<file path="src/rtl/pgm_prot_mailbox_pkg.sv">
// Shared definitions for the PGM protection mailbox: register map, opcodes,
// STATUS bit positions and the bus/engine state encodings.
package pgm_prot_pkg;

  localparam logic [3:0] REG_CMD    = 4'd0;
  localparam logic [3:0] REG_ARG0   = 4'd1;
  localparam logic [3:0] REG_ARG1   = 4'd2;
  localparam logic [3:0] REG_STATUS = 4'd3;
  localparam logic [3:0] REG_RES_LO = 4'd4;
  localparam logic [3:0] REG_RES_HI = 4'd5;
  localparam logic [3:0] REG_KEY    = 4'd6;
  localparam logic [3:0] REG_ID     = 4'd7;

  localparam logic [7:0] OP_ADD = 8'h01;
  localparam logic [7:0] OP_MUL = 8'h02;
  localparam logic [7:0] OP_XOR = 8'h03;

  localparam int ST_BUSY = 0;
  localparam int ST_DONE = 1;
  localparam int ST_ERR  = 2;
  localparam int ST_OVR  = 3;

  typedef enum logic [1:0] {B_IDLE, B_WAIT, B_ACK} bus_state_e;
  typedef enum logic [1:0] {E_IDLE, E_RUN, E_DONE} eng_state_e;

  // 68000 byte lanes: uds_n owns [15:8], lds_n owns [7:0].
  function automatic logic [15:0] merge_bytes(input logic [15:0] cur,
                                              input logic [15:0] wdata,
                                              input logic        uds_n,
                                              input logic        lds_n);
    logic [15:0] r;
    r = cur;
    if (!uds_n) r[15:8] = wdata[15:8];
    if (!lds_n) r[7:0]  = wdata[7:0];
    return r;
  endfunction

  function automatic logic op_valid(input logic [7:0] op, input logic mul_en);
    return (op == OP_ADD) || (op == OP_XOR) || (mul_en && (op == OP_MUL));
  endfunction

endpackage

</file>
<file path="src/rtl/pgm_prot_mailbox_if.sv">
// 68000-side word-register bus seen by the PGM protection mailbox.
interface pgm_prot_mailbox_if;
  logic        sel;
  logic        rw_n;
  logic        uds_n;
  logic        lds_n;
  logic [3:0]  addr;
  logic [15:0] din;
  logic [15:0] dout;
  logic        dtack_n;

  modport master (output sel, rw_n, uds_n, lds_n, addr, din,
                  input  dout, dtack_n);
  modport slave  (input  sel, rw_n, uds_n, lds_n, addr, din,
                  output dout, dtack_n);
endinterface

</file>
<file path="src/rtl/pgm_prot_mul16.sv">
// 16x16 unsigned shift-add multiplier, one partial product per clock.
// done_o marks the final step; product_o carries the full product that cycle.
module pgm_prot_mul16 (
  input  logic        fixed_20m_clk,
  input  logic        reset,
  input  logic        start_i,
  input  logic [15:0] a_i,
  input  logic [15:0] b_i,
  output logic        done_o,
  output logic [31:0] product_o
);

  logic [31:0] acc_q, acc_d;
  logic [31:0] mcand_q, mcand_d;
  logic [15:0] mplier_q, mplier_d;
  logic [4:0]  cnt_q, cnt_d;

  always_comb begin
    // NOTE: every _d starts as its _q so no path leaves it unassigned,
    // which would otherwise infer a latch.
    acc_d    = acc_q;
    mcand_d  = mcand_q;
    mplier_d = mplier_q;
    cnt_d    = cnt_q;
    if (start_i) begin
      acc_d    = '0;
      mcand_d  = {16'd0, a_i};
      mplier_d = b_i;
      cnt_d    = 5'd16;
    end else if (cnt_q != 5'd0) begin
      if (mplier_q[0]) acc_d = acc_q + mcand_q;
      mcand_d  = mcand_q << 1;
      mplier_d = mplier_q >> 1;
      cnt_d    = cnt_q - 5'd1;
    end
  end

  assign done_o    = (cnt_q == 5'd1);
  assign product_o = acc_d;

  always_ff @(posedge fixed_20m_clk) begin
    // NOTE: non-blocking so every flop samples pre-edge values no matter
    // the statement order.
    if (reset) begin
      acc_q    <= '0;
      mcand_q  <= '0;
      mplier_q <= '0;
      cnt_q    <= '0;
    end else begin
      acc_q    <= acc_d;
      mcand_q  <= mcand_d;
      mplier_q <= mplier_d;
      cnt_q    <= cnt_d;
    end
  end

endmodule

</file>
<file path="src/rtl/pgm_prot_mailbox.sv">
// PGM protection window responder: DTACK after a fixed wait plus a small
// ADD/MUL/XOR command engine. Define PGM_PROT_MUL_EN to build the multiplier.
module pgm_prot_mailbox
  import pgm_prot_pkg::*;
#(
  parameter int          WAIT_CYCLES = 2,
  parameter logic [15:0] ID_VALUE    = 16'h0027
) (
  input  logic               fixed_20m_clk,
  input  logic               reset,
  pgm_prot_mailbox_if.slave  bus
);

  bus_state_e  bus_q, bus_d;
  logic [2:0]  wait_cnt_q, wait_cnt_d;
  logic        sel_prev_q, sel_prev_d;
  logic        dtack_n_q, dtack_n_d;
  logic [15:0] dout_q, dout_d;
  logic        access_start, commit;

  eng_state_e  eng_q, eng_d;
  logic [7:0]  op_q, op_d;
  logic [15:0] opa_q, opa_d, opb_q, opb_d, opk_q, opk_d;
  logic [15:0] arg0_q, arg0_d, arg1_q, arg1_d, key_q, key_d;
  logic [15:0] res_lo_q, res_lo_d, res_hi_q, res_hi_d;
  logic        done_q, done_d, err_q, err_d, ovr_q, ovr_d;
  logic        busy;
  logic [15:0] status;
  logic        mul_done;
  logic [31:0] mul_product;

`ifdef PGM_PROT_MUL_EN
  localparam logic MUL_EN = 1'b1;
  logic mul_start;

  assign mul_start = (eng_q == E_IDLE) && (eng_d == E_RUN) && (op_d == OP_MUL);

  pgm_prot_mul16 u_mul (
    .fixed_20m_clk (fixed_20m_clk),
    .reset         (reset),
    .start_i       (mul_start),
    .a_i           (opa_d),
    .b_i           (opb_d),
    .done_o        (mul_done),
    .product_o     (mul_product)
  );
`else
  localparam logic MUL_EN = 1'b0;
  assign mul_done    = 1'b0;
  assign mul_product = '0;
`endif

  // An access only starts on a fresh rising edge of sel.
  assign access_start = bus.sel && !sel_prev_q;
  assign sel_prev_d   = bus.sel;

  always_comb begin
    bus_d      = bus_q;
    wait_cnt_d = wait_cnt_q;
    commit     = 1'b0;
    unique case (bus_q)
      B_IDLE: if (access_start) begin
        if (WAIT_CYCLES <= 1) begin
          bus_d  = B_ACK;
          commit = 1'b1;
        end else begin
          bus_d      = B_WAIT;
          wait_cnt_d = 3'(WAIT_CYCLES - 1);
        end
      end
      B_WAIT: if (wait_cnt_q <= 3'd1) begin
        bus_d  = B_ACK;
        commit = 1'b1;
      end else begin
        wait_cnt_d = wait_cnt_q - 3'd1;
      end
      B_ACK:  if (!bus.sel) bus_d = B_IDLE;
      default: bus_d = B_IDLE;
    endcase
    dtack_n_d = (bus_d != B_ACK);
  end

  assign busy = (eng_q != E_IDLE);

  always_comb begin
    status          = '0;
    status[ST_BUSY] = busy;
    status[ST_DONE] = done_q;
    status[ST_ERR]  = err_q;
    status[ST_OVR]  = ovr_q;
  end

  always_comb begin
    dout_d   = dout_q;
    eng_d    = eng_q;
    op_d     = op_q;
    opa_d    = opa_q;
    opb_d    = opb_q;
    opk_d    = opk_q;
    arg0_d   = arg0_q;
    arg1_d   = arg1_q;
    key_d    = key_q;
    res_lo_d = res_lo_q;
    res_hi_d = res_hi_q;
    done_d   = done_q;
    err_d    = err_q;
    ovr_d    = ovr_q;

    if (commit && bus.rw_n) begin
      case (bus.addr)
        REG_CMD:    dout_d = 16'h0000;
        REG_ARG0:   dout_d = arg0_q;
        REG_ARG1:   dout_d = arg1_q;
        REG_STATUS: begin
          dout_d = status;
          done_d = 1'b0;
          err_d  = 1'b0;
          ovr_d  = 1'b0;
        end
        REG_RES_LO: dout_d = res_lo_q;
        REG_RES_HI: dout_d = res_hi_q;
        REG_KEY:    dout_d = key_q;
        REG_ID:     dout_d = ID_VALUE;
        default:    dout_d = 16'hFFFF;
      endcase
    end

    if (commit && !bus.rw_n) begin
      case (bus.addr)
        REG_ARG0: arg0_d = merge_bytes(arg0_q, bus.din, bus.uds_n, bus.lds_n);
        REG_ARG1: arg1_d = merge_bytes(arg1_q, bus.din, bus.uds_n, bus.lds_n);
        REG_KEY:  key_d  = merge_bytes(key_q,  bus.din, bus.uds_n, bus.lds_n);
        REG_CMD: if (!bus.lds_n) begin
          if (busy) begin
            ovr_d = 1'b1;
          end else if (op_valid(bus.din[7:0], MUL_EN)) begin
            eng_d = E_RUN;
            op_d  = bus.din[7:0];
            opa_d = arg0_q;
            opb_d = arg1_q;
            opk_d = key_q;
          end else begin
            done_d = 1'b1;
            err_d  = 1'b1;
          end
        end
        default: ;
      endcase
    end

    // Completion sets done after any STATUS-read clear in the same cycle.
    unique case (eng_q)
      E_RUN: begin
        case (op_q)
          OP_ADD: begin
            {res_hi_d, res_lo_d} = {15'd0, ({1'b0, opa_q} + {1'b0, opb_q})};
            eng_d = E_DONE;
          end
          OP_XOR: begin
            res_lo_d = opa_q ^ opk_q;
            res_hi_d = opb_q ^ opk_q;
            eng_d    = E_DONE;
          end
          OP_MUL: if (mul_done) begin
            {res_hi_d, res_lo_d} = mul_product;
            eng_d = E_DONE;
          end
          default: eng_d = E_DONE;
        endcase
      end
      E_DONE: begin
        eng_d  = E_IDLE;
        done_d = 1'b1;
      end
      default: ;
    endcase
  end

  always_ff @(posedge fixed_20m_clk) begin
    if (reset) begin
      bus_q      <= B_IDLE;
      wait_cnt_q <= '0;
      sel_prev_q <= 1'b1;
      dtack_n_q  <= 1'b1;
      dout_q     <= 16'hFFFF;
      eng_q      <= E_IDLE;
      op_q       <= '0;
      opa_q      <= '0;
      opb_q      <= '0;
      opk_q      <= '0;
      arg0_q     <= '0;
      arg1_q     <= '0;
      key_q      <= '0;
      res_lo_q   <= '0;
      res_hi_q   <= '0;
      done_q     <= 1'b0;
      err_q      <= 1'b0;
      ovr_q      <= 1'b0;
    end else begin
      bus_q      <= bus_d;
      wait_cnt_q <= wait_cnt_d;
      sel_prev_q <= sel_prev_d;
      dtack_n_q  <= dtack_n_d;
      dout_q     <= dout_d;
      eng_q      <= eng_d;
      op_q       <= op_d;
      opa_q      <= opa_d;
      opb_q      <= opb_d;
      opk_q      <= opk_d;
      arg0_q     <= arg0_d;
      arg1_q     <= arg1_d;
      key_q      <= key_d;
      res_lo_q   <= res_lo_d;
      res_hi_q   <= res_hi_d;
      done_q     <= done_d;
      err_q      <= err_d;
      ovr_q      <= ovr_d;
    end
  end

  assign bus.dout    = dout_q;
  assign bus.dtack_n = dtack_n_q;

endmodule

</file>
<file path="src/flat_wrapper.sv">
// flat-port wrapper written by rule: the top's interface ports become plain ports
module pgm_prot_mailbox_flat import pgm_prot_pkg::*;
#(
  parameter int          WAIT_CYCLES = 2,
  parameter logic [15:0] ID_VALUE    = 16'h0027
)
  (fixed_20m_clk, reset, bus_sel, bus_rw_n, bus_uds_n, bus_lds_n, bus_addr, bus_din, bus_dout, bus_dtack_n);
  pgm_prot_mailbox_if bus_i ();
  input  logic fixed_20m_clk;
  input  logic reset;
  input wire logic [$bits(bus_i.sel)-1:0] bus_sel;
  input wire logic [$bits(bus_i.rw_n)-1:0] bus_rw_n;
  input wire logic [$bits(bus_i.uds_n)-1:0] bus_uds_n;
  input wire logic [$bits(bus_i.lds_n)-1:0] bus_lds_n;
  input wire logic [$bits(bus_i.addr)-1:0] bus_addr;
  input wire logic [$bits(bus_i.din)-1:0] bus_din;
  output wire logic [$bits(bus_i.dout)-1:0] bus_dout;
  output wire logic [$bits(bus_i.dtack_n)-1:0] bus_dtack_n;
  assign bus_i.sel = bus_sel;
  assign bus_i.rw_n = bus_rw_n;
  assign bus_i.uds_n = bus_uds_n;
  assign bus_i.lds_n = bus_lds_n;
  assign bus_i.addr = bus_addr;
  assign bus_i.din = bus_din;
  assign bus_dout = bus_i.dout;
  assign bus_dtack_n = bus_i.dtack_n;
  pgm_prot_mailbox #(.WAIT_CYCLES(WAIT_CYCLES), .ID_VALUE(ID_VALUE)) u_core (.fixed_20m_clk(fixed_20m_clk), .reset(reset), .bus(bus_i));
endmodule
</file>
<file path="config.mk">
export PLATFORM = sky130hd
export DESIGN_NAME = pgm_prot_mailbox_flat
export DESIGN_NICKNAME = d
export VERILOG_FILES = /design/src/rtl/pgm_prot_mailbox_pkg.sv /design/src/rtl/pgm_prot_mailbox_if.sv /design/src/rtl/pgm_prot_mul16.sv /design/src/rtl/pgm_prot_mailbox.sv /design/src/flat_wrapper.sv
export SDC_FILE = /design/constraint.sdc
export NUM_CORES = 1
export LEC_CHECK = 0
export BUFFER_PORTS_ARGS = -buffer_cell sky130_fd_sc_hd__buf_2
export CORE_ASPECT_RATIO = 0.75
export CORE_MARGIN = 5
export CORE_UTILIZATION = 55
export DETAILED_ROUTE_END_ITERATION = 6
export PLACE_DENSITY = 0.76
export SYNTH_ARGS = -nofsm -noshare
export SYNTH_HDL_FRONTEND = slang
export SYNTH_SLANG_ARGS = --single-unit
</file>
<file path="constraint.sdc">
create_clock -name fixed_20m_clk -period 2.34 [get_ports fixed_20m_clk]
set_input_delay 0.468 -clock fixed_20m_clk [delete_from_list [all_inputs] [get_ports fixed_20m_clk]]
set_output_delay 0.468 -clock fixed_20m_clk [all_outputs]
set_load 0.03 [all_outputs]
</file>
; Word level (Yosys, flattened, before mapping)
; Index checks and enable logic that the tools add are counted.
[word_totals]
regBits = 164
latch_bits = 0
ramBits = 0
rom_bits = 0
inputBits = 26
out_inout_bits = 17
elab_cells = 108
mem_count = 0
[classes]
addsub = 2
mul = 0
div_mod_pow = 0
order_cmp = 1
eq_ne = 19
n_shift = 0
muxes = 40
bitwise = 5
reduce_logical = 20
[ops]
columns = op, n
row1 = $pmux 16 s8, 1
row2 = $pmux 16 s2, 2
row3 = $xor 16x16->16, 2
row4 = $eq 8x2->1 const B, 3
row5 = $mux 1, 23
row6 = $reduce_and 3->1, 7
row7 = $mux 2, 9
row8 = $add 16x16->17, 1
row9 = $eq 4x3->1 const B, 4
row10 = $eq 8x1->1 const B, 2
row11 = $eq 4x2->1 const B, 2
row12 = $mux 3, 2
row13 = $pmux 2 s3, 1
row14 = $pmux 3 s2, 1
row15 = $reduce_bool 2->1, 3
row16 = $reduce_and 5->1, 1
row17 = $eq 2x1->1 const B, 2
row18 = $eq 2x2->1 const B, 2
row19 = $eq 4x1->1 const B, 1
row20 = $logic_not 4->1, 1
row21 = $ne 2x2->1 const B, 2
row22 = $pmux 2 s2, 1
row23 = $le 3x1->1 const B, 1
row24 = $logic_and 1x1->1, 3
row25 = 7 further kinds, 10

; Logic depth before layout (Yosys ltp)
; Gate-level depths: netlist of the first run.
[logic_depth]
depth_word = 11
depth_mapped = 9
ltp_nobuf = 8

; Least setup slack after synthesis of the first run
; No wires, ideal clock.
[synth_path]
path_kind = register to register
start = register u_core.bus_q[1]
end = register u_core.opb_q[15]
setup_time_ns = 0.132
t_arrival_ns = 2.219
required_time_ns = 2.208
path_slack_ns = -0.011
path_stages_with_launch = 10
n_path_buf = 3
synth_period_minus_slack_ns = 2.351
path_cell_list = dfxtp_1 buf_6 or4b_1 or3_4 or3_1 or2_1 buf_4 buf_6 nand2_1 a21oi_1
[synth_via]
elab_chain_cells = 4
[synth_lines]
columns = item, line
row1 = "start, declared", pgm_prot_mailbox.sv:14  ; bus_state_e bus_q, bus_d;
row2 = "start signal, assigned", pgm_prot_mailbox.sv:200  ; bus_q <= bus_d;
row3 = $eq 2x1->1, pgm_prot_mailbox.sv:61  ; unique case (bus_q)
row4 = $mux 1, pgm_prot_mailbox.sv:61
row5 = $logic_and 1x1->1, pgm_prot_mailbox.sv:128  ; if (commit && !bus.rw_n) begin
row6 = $reduce_and 5->1 (no line), --
row7 = "end signal, assigned", pgm_prot_mailbox.sv:208  ; opb_q <= opb_d;
row8 = "end, declared", pgm_prot_mailbox.sv:23  ; logic [15:0] opa_q, opa_d, opb_q, opb_d, opk_q, opk_d;
; No other way between the ends.
; A chain may end at the register's enable or synchronous reset.

; Worst setup path after layout of the first run
[layout_path]
start = register u_core.wait_cnt_q[1]
end = register u_core.opa_q[11]
[layout_via]
elab_chain_cells = 5
[layout_lines]
columns = item, line
row1 = "start, declared", pgm_prot_mailbox.sv:15  ; logic [2:0] wait_cnt_q, wait_cnt_d;
row2 = "start signal, assigned", pgm_prot_mailbox.sv:201  ; wait_cnt_q <= wait_cnt_d;
row3 = $le 3x1->1, pgm_prot_mailbox.sv:71  ; B_WAIT: if (wait_cnt_q <= 3'd1) begin
row4 = $mux 1, pgm_prot_mailbox.sv:71
row5 = $mux 1, pgm_prot_mailbox.sv:61
row6 = $logic_and 1x1->1, pgm_prot_mailbox.sv:128
row7 = $reduce_and 5->1 (no line), --
row8 = "end signal, assigned", pgm_prot_mailbox.sv:207  ; opa_q <= opa_d;
row9 = "end, declared", pgm_prot_mailbox.sv:23
; No other way between the ends.

==> results of run 1 <==
-- layout by cell type (no fill, tap or decap), types with 3 or more instances in the layout --
cell	n
a211oi_1	11
inv_8	3
nand2_1	156
clkbuf_16	18
ha_1	20
and3_1	3
nand3_1	22
a222oi_1	11
o21ai_0	28
buf_2	41
inv_1	10
a311oi_1	3
buf_12	10
nand2b_1	6
a211o_1	17
and2_1	7
xor2_1	21
nor2b_1	6
a221oi_1	17
a21oi_1	113
nor2_1	74
clkinvlp_4	6
nand4_1	3
or3_4	3
mux2i_1	41
nand3b_1	4
o211ai_1	6
o31ai_1	3
a22oi_1	4
dfxtp_1	163
buf_4	53
a21oi_2	4
nor3_1	9
inv_6	5
a21o_1	4
nor4_1	4
a31oi_1	6
xnor2_1	23
-- flip-flops by register name (all words and copies together) (netlist names), 8 cells and up --
name and cells:
u_core.arg0_q 16, u_core.arg1_q 16, u_core.bus.dout 16, u_core.key_q 16, u_core.op_q 8, u_core.opa_q 16
u_core.opb_q 16, u_core.opk_q 16, u_core.res_hi_q 16, u_core.res_lo_q 16
-- stage by stage --
stage / total power [mW] / TNS, ns / instances / area, um^2 / hold slack, ns
after detailed placement: 3.12 / -0.245 / 1110 / 8320 / 0.444
after CTS: 5.77 / -0.264 / 1144 / 8920 / 0.255
after floorplan: 3.01 / 0 / 896 / 7610 / 0.429
after global placement: 3.12 / 0 / 1110 / 8320 / 0.438
after global routing: 5.91 / -3.58 / 1148 / 9010 / 0.268
final: 5.74 / -0.296 / 1148 / 9010 / 0.268
-- worst paths after layout --
check | depth (start not counted) | startpoint | to
max | 7 | u_core.wait_cnt_q[1] | u_core.opa_q[11]
min | 2 | bus_sel | u_core.sel_prev_q
max reg2reg | 7 | u_core.wait_cnt_q[1] | u_core.opa_q[11]
min reg2reg | 2 | u_core.res_hi_q[15] | u_core.res_hi_q[15]
-- layout make-up --
| cell class | instances | share of cell area |
|---|---|---|
| Clock buffer | 17 | 0.0472 |
| Clock inverter | 15 | 0.0154 |
| Inverter | 11 | 0.00458 |
| Multi-Input combinational cell | 659 | 0.448 |
| Sequential cell | 164 | 0.365 |
| Tap cell | 175 | 0.0243 |
| Timing Repair Buffer | 107 | 0.0963 |
-- worst max-delay path, stage by stage, from the launching register on --
cell	delay, ns
dfxtp_1	0.31
or4b_4	0.54
or3_4	0.34
or3_4	0.39
or2_4	0.29
buf_12	0.18
nand2_1	0.08
a21oi_1	0.07
-- metal layers --
metal,global-route usage,vias to the layer above,share of wire
met5,0,-,0
met3,0.0578,35,0.086
li1,-,3293,-
met4,0.0802,0,0.019
met1,0.347,3324,0.43
met2,0.417,325,0.46
-- report_power, final --
group          total, mW  switching, mW  leakage (nW)  internal [mW]
clock               2.68           1.27         0.258           1.40
sequential          2.81        0.00741          1.32           2.80
combinational      0.253          0.165          1.73         0.0878
-- cells by family after synthesis --
family / after synthesis / synth area share
adders and majority gates: 21 / 0.0356
xor gates and xnor gates: 44 / 0.0507
muxes: 42 / 0.0555
AOI/OAI and AO/OA: 240 / 0.199
and+or+nand+nor: 312 / 0.181
buffers and inverters: 73 / 0.0456
DFF: 164 / 0.432
-- what timing repair did --
| item | 4_1_cts | 5_1_grt |
|---|---|---|
| pin swaps | 0 | 9 |
| cloned | 1 | 1 |
| setup buffers | 1 | 3 |
| resized for setup | 3 | 12 |
| setup endpoints to repair | 33 | 71 |
==> reports/results.txt, run 1 <==
CTS Hold Buffers Added = 0
Final Critical Period = 2.37 ns
top cells by area, synth = dfxtp_1, nand2_1, a21oi_1
register area = 3280 um^2
Worst-Margin Slew = 1.10 ns
CTS tree = yes
Mapped Cells = 896
layout cell share with drive strength beyond 1 = 0.166
Post-synth EDFFs = 0
area occupied by multi-input gates = 4030 um^2
die width = 146 um
Vert. Die Dim = 112 um
crit path DAT = 2.64 ns
outcome = complete, but fails checks
post-synth top area cell = dfxtp_1
DR vias = 6977
CP max FO = 26
# port buffers = 42
Startpoint Class = register
drt drc = 0
num ports = 43
most common cell in the netlist = dfxtp_1
top_reg_cell synth = dfxtp_1
HP Class = primary input to register
Unique masters post-synth = 57
Max Slew Vio Count = 0
Worst-path clk slew = 0.07 ns
Crit. End Element = register
n_diodes = 0
initial antenna violation count = 0
Area Growth Syn to Fin = 18.6%
reg2reg setup slack = -0.03 ns
Yosys warnings = 0
syn_nets = 943
Starting DRT DRC Count = 831
kind of critical path = register to register
Worst IR Drop VDD = 0.000515 V
core area = 13600 um^2
CP required = 2.61 ns
post-synth top area share = 0.432
final hold vios = 0
top cells by count, synth = dfxtp_1, nand2_1, a21oi_1
Async SR Flop Fraction = 0
fin util = 0.662
clk sink count = 164
final wirelength = 21.3 mm
placed wire-length estimate = 14.4 mm
Seq/Total Area, Yosys = 0.432
Cell Pwr Density = 637 nW/um^2
fmax = 422 MHz
Final GP Congestion = 0.920
RSZ-0062 raised after global routing = yes
number of buffers created by CTS = 17
vias in the first global route = 6621
fillers = 1097
LEAKAGE = 3.31 nW
Routed wire per std cell = 18.5 um
largest net degree at the start of global routing = 75
max capacitance violation total = 0
worst slack, placed = -0.0792 ns
count of final setup violators = 30
GRT Total Usage = 0.258
worst skew pair latency = 0.43 ns
GRT overflow = 0
Final ANT Viol Nets = 0
Syn Area/Cell = 8.48 um^2
FP Rows = 37
clock buffer depth = 2
first-pass GRT wire length = 34.5 mm
H-tree Lvls = 4
Post-Syn Area = 7600 um^2
CTS Root Cell = clkbuf_16
via/cell ratio = 6.08
First-pass DRT Iterations = 6
register bit total from synthesis = 164
failing checks = setup timing
Die ar. = 16300 um^2
Layout Nets = 1007
crit share post-route = 1.01
clock skew = 0.0102 ns
final setup margin = -0.0315 ns
Initial Utilization = 0.558
relative slew slack = 0.267
Power figures use the tool's default switching activity.
==> run 2, diff against run 1 <==
- SETUP_SLACK_MARGIN: not set -> 0.5
- SKIP_LAST_GASP: not set -> 1
==> run 2 against run 1 <==
  * The flow still finishes with violations (setup timing)
  * Critical path depth unchanged
  * Register-to-register slack got worse by 0.08 ns
  * Wire length grew 4.5%
  * Non-clock buffer count grew 4
  * Die area unchanged
  * Maximum frequency is 3.1% lower
  * Critical endpoint is now u_core.opa_q[0]
  * Largest power group unchanged
==> reports/results.txt, run 2 (synthesized netlist as in run 1, its figures left out) <==
outcome = complete, but fails checks
failing checks = setup timing
WHS Endpoint = u_core.sel_prev_q
fmax = 409 MHz (-3.1%)
initial antenna violation count = 0 (unchanged)
crit-path cells = or4b_4 -> or3_4 -> or3_4 -> or2_4 -> buf_16 -> nand2_1 -> a21oi_1
CTS Hold Buffers Added = 0 (unchanged)
area occupied by multi-input gates = 4340 um^2 (+7.6%)
vias in the first global route = 6843 (+3.4%)
Final GP Congestion = 0.851 (-7.5%)
num ports = 43 (unchanged)
largest net degree at the start of global routing = 61 (-19%)
DR vias = 7162 (+2.7%)
register area = 3300 um^2 (+0.50%)
fillers = 1019 (-7.1%)
Die ar. = 16300 um^2 (unchanged)
CP max FO = 25 (-3.8%)
final setup margin = -0.108 ns (-0.0763 ns)
relative slew slack = 0.523 (+0.257)
Worst-path clk slew = 0.07 ns (about the same)
via/cell ratio = 6.22 (+2.3%)
crit path DAT = 2.73 ns (+0.09 ns)
critical path startpoint = u_core.wait_cnt_q[1]
sequential share of power = 0.478 (-0.012)
RSZ-0062 raised after global routing = yes
Final ANT Viol Nets = 0 (unchanged)
Logic pwr share = 0.044 (about the same)
LEAKAGE = 3.42 nW (+3.3%)
kind of critical path = register to register
Startpoint Class = register
Final Critical Period = 2.45 ns (+0.0763 ns)
Starting DRT DRC Count = 682 (-18%)
Max stage delay cell, worst path = or4b_4
die width = 146 um (unchanged)
final hold vios = 0 (unchanged)
Worst-Margin Slew = 0.715 ns (-0.381 ns)
slowest stage delay, CP = 0.56 ns (+0.02 ns)
clock buffer depth = 2 (unchanged)
crit share post-route = 1.05 (+0.0326)
switching power = 1.54 mW (+6.5%)
layout cell share with drive strength beyond 1 = 0.226 (+0.0597)
placed wire-length estimate = 14.1 mm (-1.8%)
clock skew = 0.0123 ns (+0.00212 ns)
CTS Root Cell = clkbuf_16
Initial Utilization = 0.558 (unchanged)
number of buffers created by CTS = 17 (unchanged)
placed cell areas = 8190 um^2 (-1.5%)
Area Growth Syn to Fin = 24.5%
drt drc = 0 (unchanged)
Max Slew Vio Count = 0 (unchanged)
Worst R2R Start = u_core.wait_cnt_q[1]
Clock power frac = 0.479 (+0.013)
clk sink count = 164 (unchanged)
most used cell, CP = or3_4
hold slack final = 0.276 ns (+0.00799 ns)
commonest non-fill, non-tap cell in the layout = dfxtp_1
fin util = 0.695 (+0.0332)
Crit. End Element = register
GRT Total Usage = 0.260 (+0.00139)
# port buffers = 42 (unchanged)
First-pass DRT Iterations = 7 (+1)
GRT overflow = 0 (unchanged)
Cell Pwr Density = 621 nW/um^2 (-2.5%)
count of final setup violators = 52 (+73%)
Non-Filler Instances = 1152 (+0.35%)
final wirelength = 22.2 mm (+4.5%)
reg2reg end = u_core.opa_q[0]
dpl cells = 1092 (-1.6%)
Layout Nets = 1011 (+0.40%)
reg2reg path depth = 7 (unchanged)
Hold Path Stages = 2 (unchanged)
n_diodes = 0 (unchanged)
core area = 13600 um^2 (unchanged)
max capacitance violation total = 0 (unchanged)
most frequent cells in the layout = dfxtp_1, nand2_1, a21oi_1
Int Pwr = 4.34 mW (+1.0%)
Worst IR Drop VDD = 0.000652 V (+26%)
Post-Layout Inst Area = 9460 um^2 (+5.0%)
CTS tree = yes
H-tree Lvls = 4 (unchanged)
startpoint of the worst hold path = bus_sel
switch share = 0.262 (+0.0101)
CP required = 2.62 ns (about the same)
first-pass GRT wire length = 34.8 mm (+0.82%)
reg2reg setup slack = -0.11 ns (-0.08 ns)
FP Rows = 37 (unchanged)
Vert. Die Dim = 112 um (unchanged)
HP Class = primary input to register
worst skew pair latency = 0.43 ns (about the same)
Routed wire per std cell = 19.3 um (+4.1%)
[run 2: how the worst max path moves through the flow]
stage / end / slack [ns] / cells past startpoint
finish: u_core.opa_q[0] / -0.11 / 7
global route: u_core.opa_q[4] / -0.14 / 7
CTS: u_core.opa_q[0] / -0.03 / 7
detailed placement: u_core.opb_q[1] / -0.02 / 7
global placement: u_core.opk_q[1] / 0.03 / 7
floorplan: u_core.opb_q[15] / 0.02 / 9
[run 2: power by group through the flow]
stage               combinational, mW  clock (mW)  sequential, mW
floorplan                       0.129           0            2.89
global placement                0.234           0            2.88
detailed placement              0.236           0            2.88
CTS                             0.243        2.83            2.81
global route                    0.275        2.98            2.81
finish                          0.257        2.81            2.81
[run 2: worst max-delay path, delay by kind of cell, from the launching register on]
family | cells | cell delay (ns)
AND/OR/NAND/NOR | 5 | 1.70
AO/OA/AOI/OAI | 1 | 0.06
flip-flops | 1 | 0.32
buffers and inverters | 1 | 0.20
[run 2: routing by layer]
layer	global-route usage	vias up	share of wire
li1	-	3293	-
met1	0.341	3494	0.42
met4	0.0932	0	0.026
met5	0	-	0
met2	0.437	314	0.49
met3	0.0382	61	0.062
[run 2: cell type report]
type | count | area share
tap | 175 | 0.0231
clock inverter | 15 | 0.0193
inverter | 11 | 0.00450
sequential | 164 | 0.349
timing repair buffer | 111 | 0.100
multi-input combinational | 659 | 0.459
clock buffer | 17 | 0.0450
[run 2: timing repair]
item,4_1_cts,5_1_grt
setup buffers,10,15
pin swaps,19,30
setup endpoints to repair,134,136
resized for setup,45,49
gates cloned,3,0
[run 2: per-stage QoR]
step | total power, mW | setup TNS [ns] | setup slack [ns]
6_report | 5.88 | -3.40 | -0.108
5_1_grt | 6.06 | -5.96 | -0.140
4_1_cts | 5.88 | -0.376 | -0.0297
3_5_place_dp | 3.11 | -0.0759 | -0.0171
3_3_place_gp | 3.11 | 0 | 0.0335
2_1_floorplan | 3.02 | 0 | 0.0166
==> run 3, diff against run 2 <==
- TNS_END_PERCENT: not set -> 10
==> run 3 against run 2 <==
  * Clock-buffer cell count is the same
  * Sequential cell count unchanged
  * Register-to-register slack better by 0.08 ns
  * Critical endpoint is now u_core.opb_q[3]
  * Clock power rose by 2%
  * The flow finishes with violations (DRC, setup timing)
  * Via count shrank 3.4%
  * Wire length down 4.2%
  * Largest power group is now the clock network
  * Final area is 3.4% lower
==> reports/results.txt, run 3 (synthesized netlist as in run 1, its figures left out) <==
Worst IR Drop VDD = 0.000549 V (-16%)
Post-Layout Inst Area = 9140 um^2 (-3.4%)
Final ANT Viol Nets = 0 (unchanged)
most used cell, CP = or3_4
Area Growth Syn to Fin = 20.3%
crit-path leading delay family = simple AND/OR/NAND/NOR gates
GRT overflow = 0 (unchanged)
num ports = 43 (unchanged)
clock skew = 0.00863 ns (-0.00367 ns)
reg2reg setup slack = -0.02 ns (+0.08 ns)
Starting DRT DRC Count = 652 (-4.4%)
critical path buffer and inverter count = 1 (unchanged)
drt drc = 3 (+3)
Worst-Margin Slew = 0.920 ns (+0.205 ns)
DR vias = 6920 (-3.4%)
CTS tree = yes
count of final setup violators = 9 (-83%)
crit-path cells = or4b_4 -> or3_4 -> or3_4 -> or2_4 -> clkbuf_16 -> nand2_1 -> a21oi_1
Non-Filler Instances = 1143 (-0.78%)
via/cell ratio = 6.05 (-2.6%)
clk sink count = 164 (unchanged)
Die ar. = 16300 um^2 (unchanged)
slowest stage delay, CP = 0.53 ns (-0.03 ns)
initial antenna violation count = 0 (unchanged)
CP required = 2.62 ns (about the same)
First-pass DRT Iterations = 7 (unchanged)
FP Rows = 37 (unchanged)
n_diodes = 0 (unchanged)
Max stage delay cell, worst path = or4b_4
Layout Nets = 1002 (-0.89%)
worst skew pair latency = 0.43 ns (about the same)
clock buffer depth = 2 (unchanged)
final setup margin = -0.0233 ns (+0.0844 ns)
first-pass GRT wire length = 34.4 mm (-1.2%)
max capacitance violation total = 0 (unchanged)
Cell Pwr Density = 647 nW/um^2 (+4.1%)
LEAKAGE = 3.32 nW (-3.0%)
vias in the first global route = 6701 (-2.1%)
# port buffers = 42 (unchanged)
placed wire-length estimate = 14.3 mm (+0.91%)
Routed wire per std cell = 18.7 um (-3.4%)
Crit. End Element = register
Max Slew Vio Count = 0 (unchanged)
failing checks = DRC, setup timing
largest net degree at the start of global routing = 56 (-8.2%)
number of buffers created by CTS = 17 (unchanged)
final hold vios = 0 (unchanged)
final wirelength = 21.3 mm (-4.2%)
HP Class = primary input to register
Final Critical Period = 2.36 ns (-0.0844 ns)
Startpoint Class = register
layout cell share with drive strength beyond 1 = 0.185 (-0.0413)
CTS Root Cell = clkbuf_16
relative slew slack = 0.384 (-0.139)
dpl cells = 1104 (+1.1%)
placed cell areas = 8250 um^2 (+0.69%)
die width = 146 um (unchanged)
RSZ-0062 raised after global routing = yes
worst slack, placed = -0.109 ns (-0.0919 ns)
fmax = 423 MHz (+3.6%)
CP max FO = 13 (-48%)
crit share post-route = 1.01 (-0.0361)
core area = 13600 um^2 (unchanged)
Vert. Die Dim = 112 um (unchanged)
GRT Total Usage = 0.255 (-0.00534)
most frequent cells in the layout = nand2_1, dfxtp_1, a21oi_1
kind of critical path = register to register
Final GP Congestion = 0.896 (+5.3%)
outcome = complete, but fails checks
commonest non-fill, non-tap cell in the layout = nand2_1
Initial Utilization = 0.558 (unchanged)
Worst-path clk slew = 0.07 ns (about the same)
crit path DAT = 2.64 ns (-0.09 ns)
H-tree Lvls = 4 (unchanged)
run 3: cell type report:
cell class	instances	area [um^2]
Clock inverter	15	183
Tap cell	175	219
Timing Repair Buffer	102	801
Fill cell	1074	4470
Multi-Input combinational cell	659	4170
Inverter	11	41.3
Clock buffer	17	425
Sequential cell	164	3300
run 3: path summary, 6_finish.rpt:
path / start / end / cells after the start
max reg2reg: u_core.wait_cnt_q[1] / u_core.opb_q[3] / 7
max: u_core.wait_cnt_q[1] / u_core.opb_q[3] / 7
min reg2reg: u_core.res_hi_q[2] / u_core.res_hi_q[2] / 2
min: bus_sel / u_core.sel_prev_q / 2
run 3: layer usage:
metal	routed length [um]	global-route usage
met1	8990	0.330
met2	10300	0.424
met3	1560	0.0521
met4	480	0.0895
met5	0	0
run 3: repair_timing:
action,in CTS,in global routing
pin swaps,9,5
hold buffers,0,0
buffers inserted,2,3
cloned,1,1
setup endpoints to repair,127,153
resized for setup,21,25
run 3: worst register-to-register path, stage by stage (launching register included):
cell and delay [ns]:
dfxtp_1 0.31, or4b_4 0.53, or3_4 0.34, or3_4 0.39, or2_4 0.31, clkbuf_16 0.20
nand2_1 0.08, a21oi_1 0.06
run 3: metrics by stage:
step | TNS, ns | utilization | hold slack, ns | power (mW)
floorplan | 0 | - | 0.429 | 3.01
global placement | 0 | 0.606 | 0.439 | 3.10
detailed placement | -0.242 | 0.606 | 0.442 | 3.11
CTS | 0 | 0.659 | 0.262 | 5.93
global route | -1.90 | 0.671 | 0.275 | 6.08
finish | -0.114 | 0.671 | 0.267 | 5.91
run 3: report_power, final:
group | internal (mW) | switching [mW]
Combinational | 0.0782 | 0.158
Sequential | 2.80 | 0.00779
Clock | 1.54 | 1.32
Total | 4.42 | 1.49
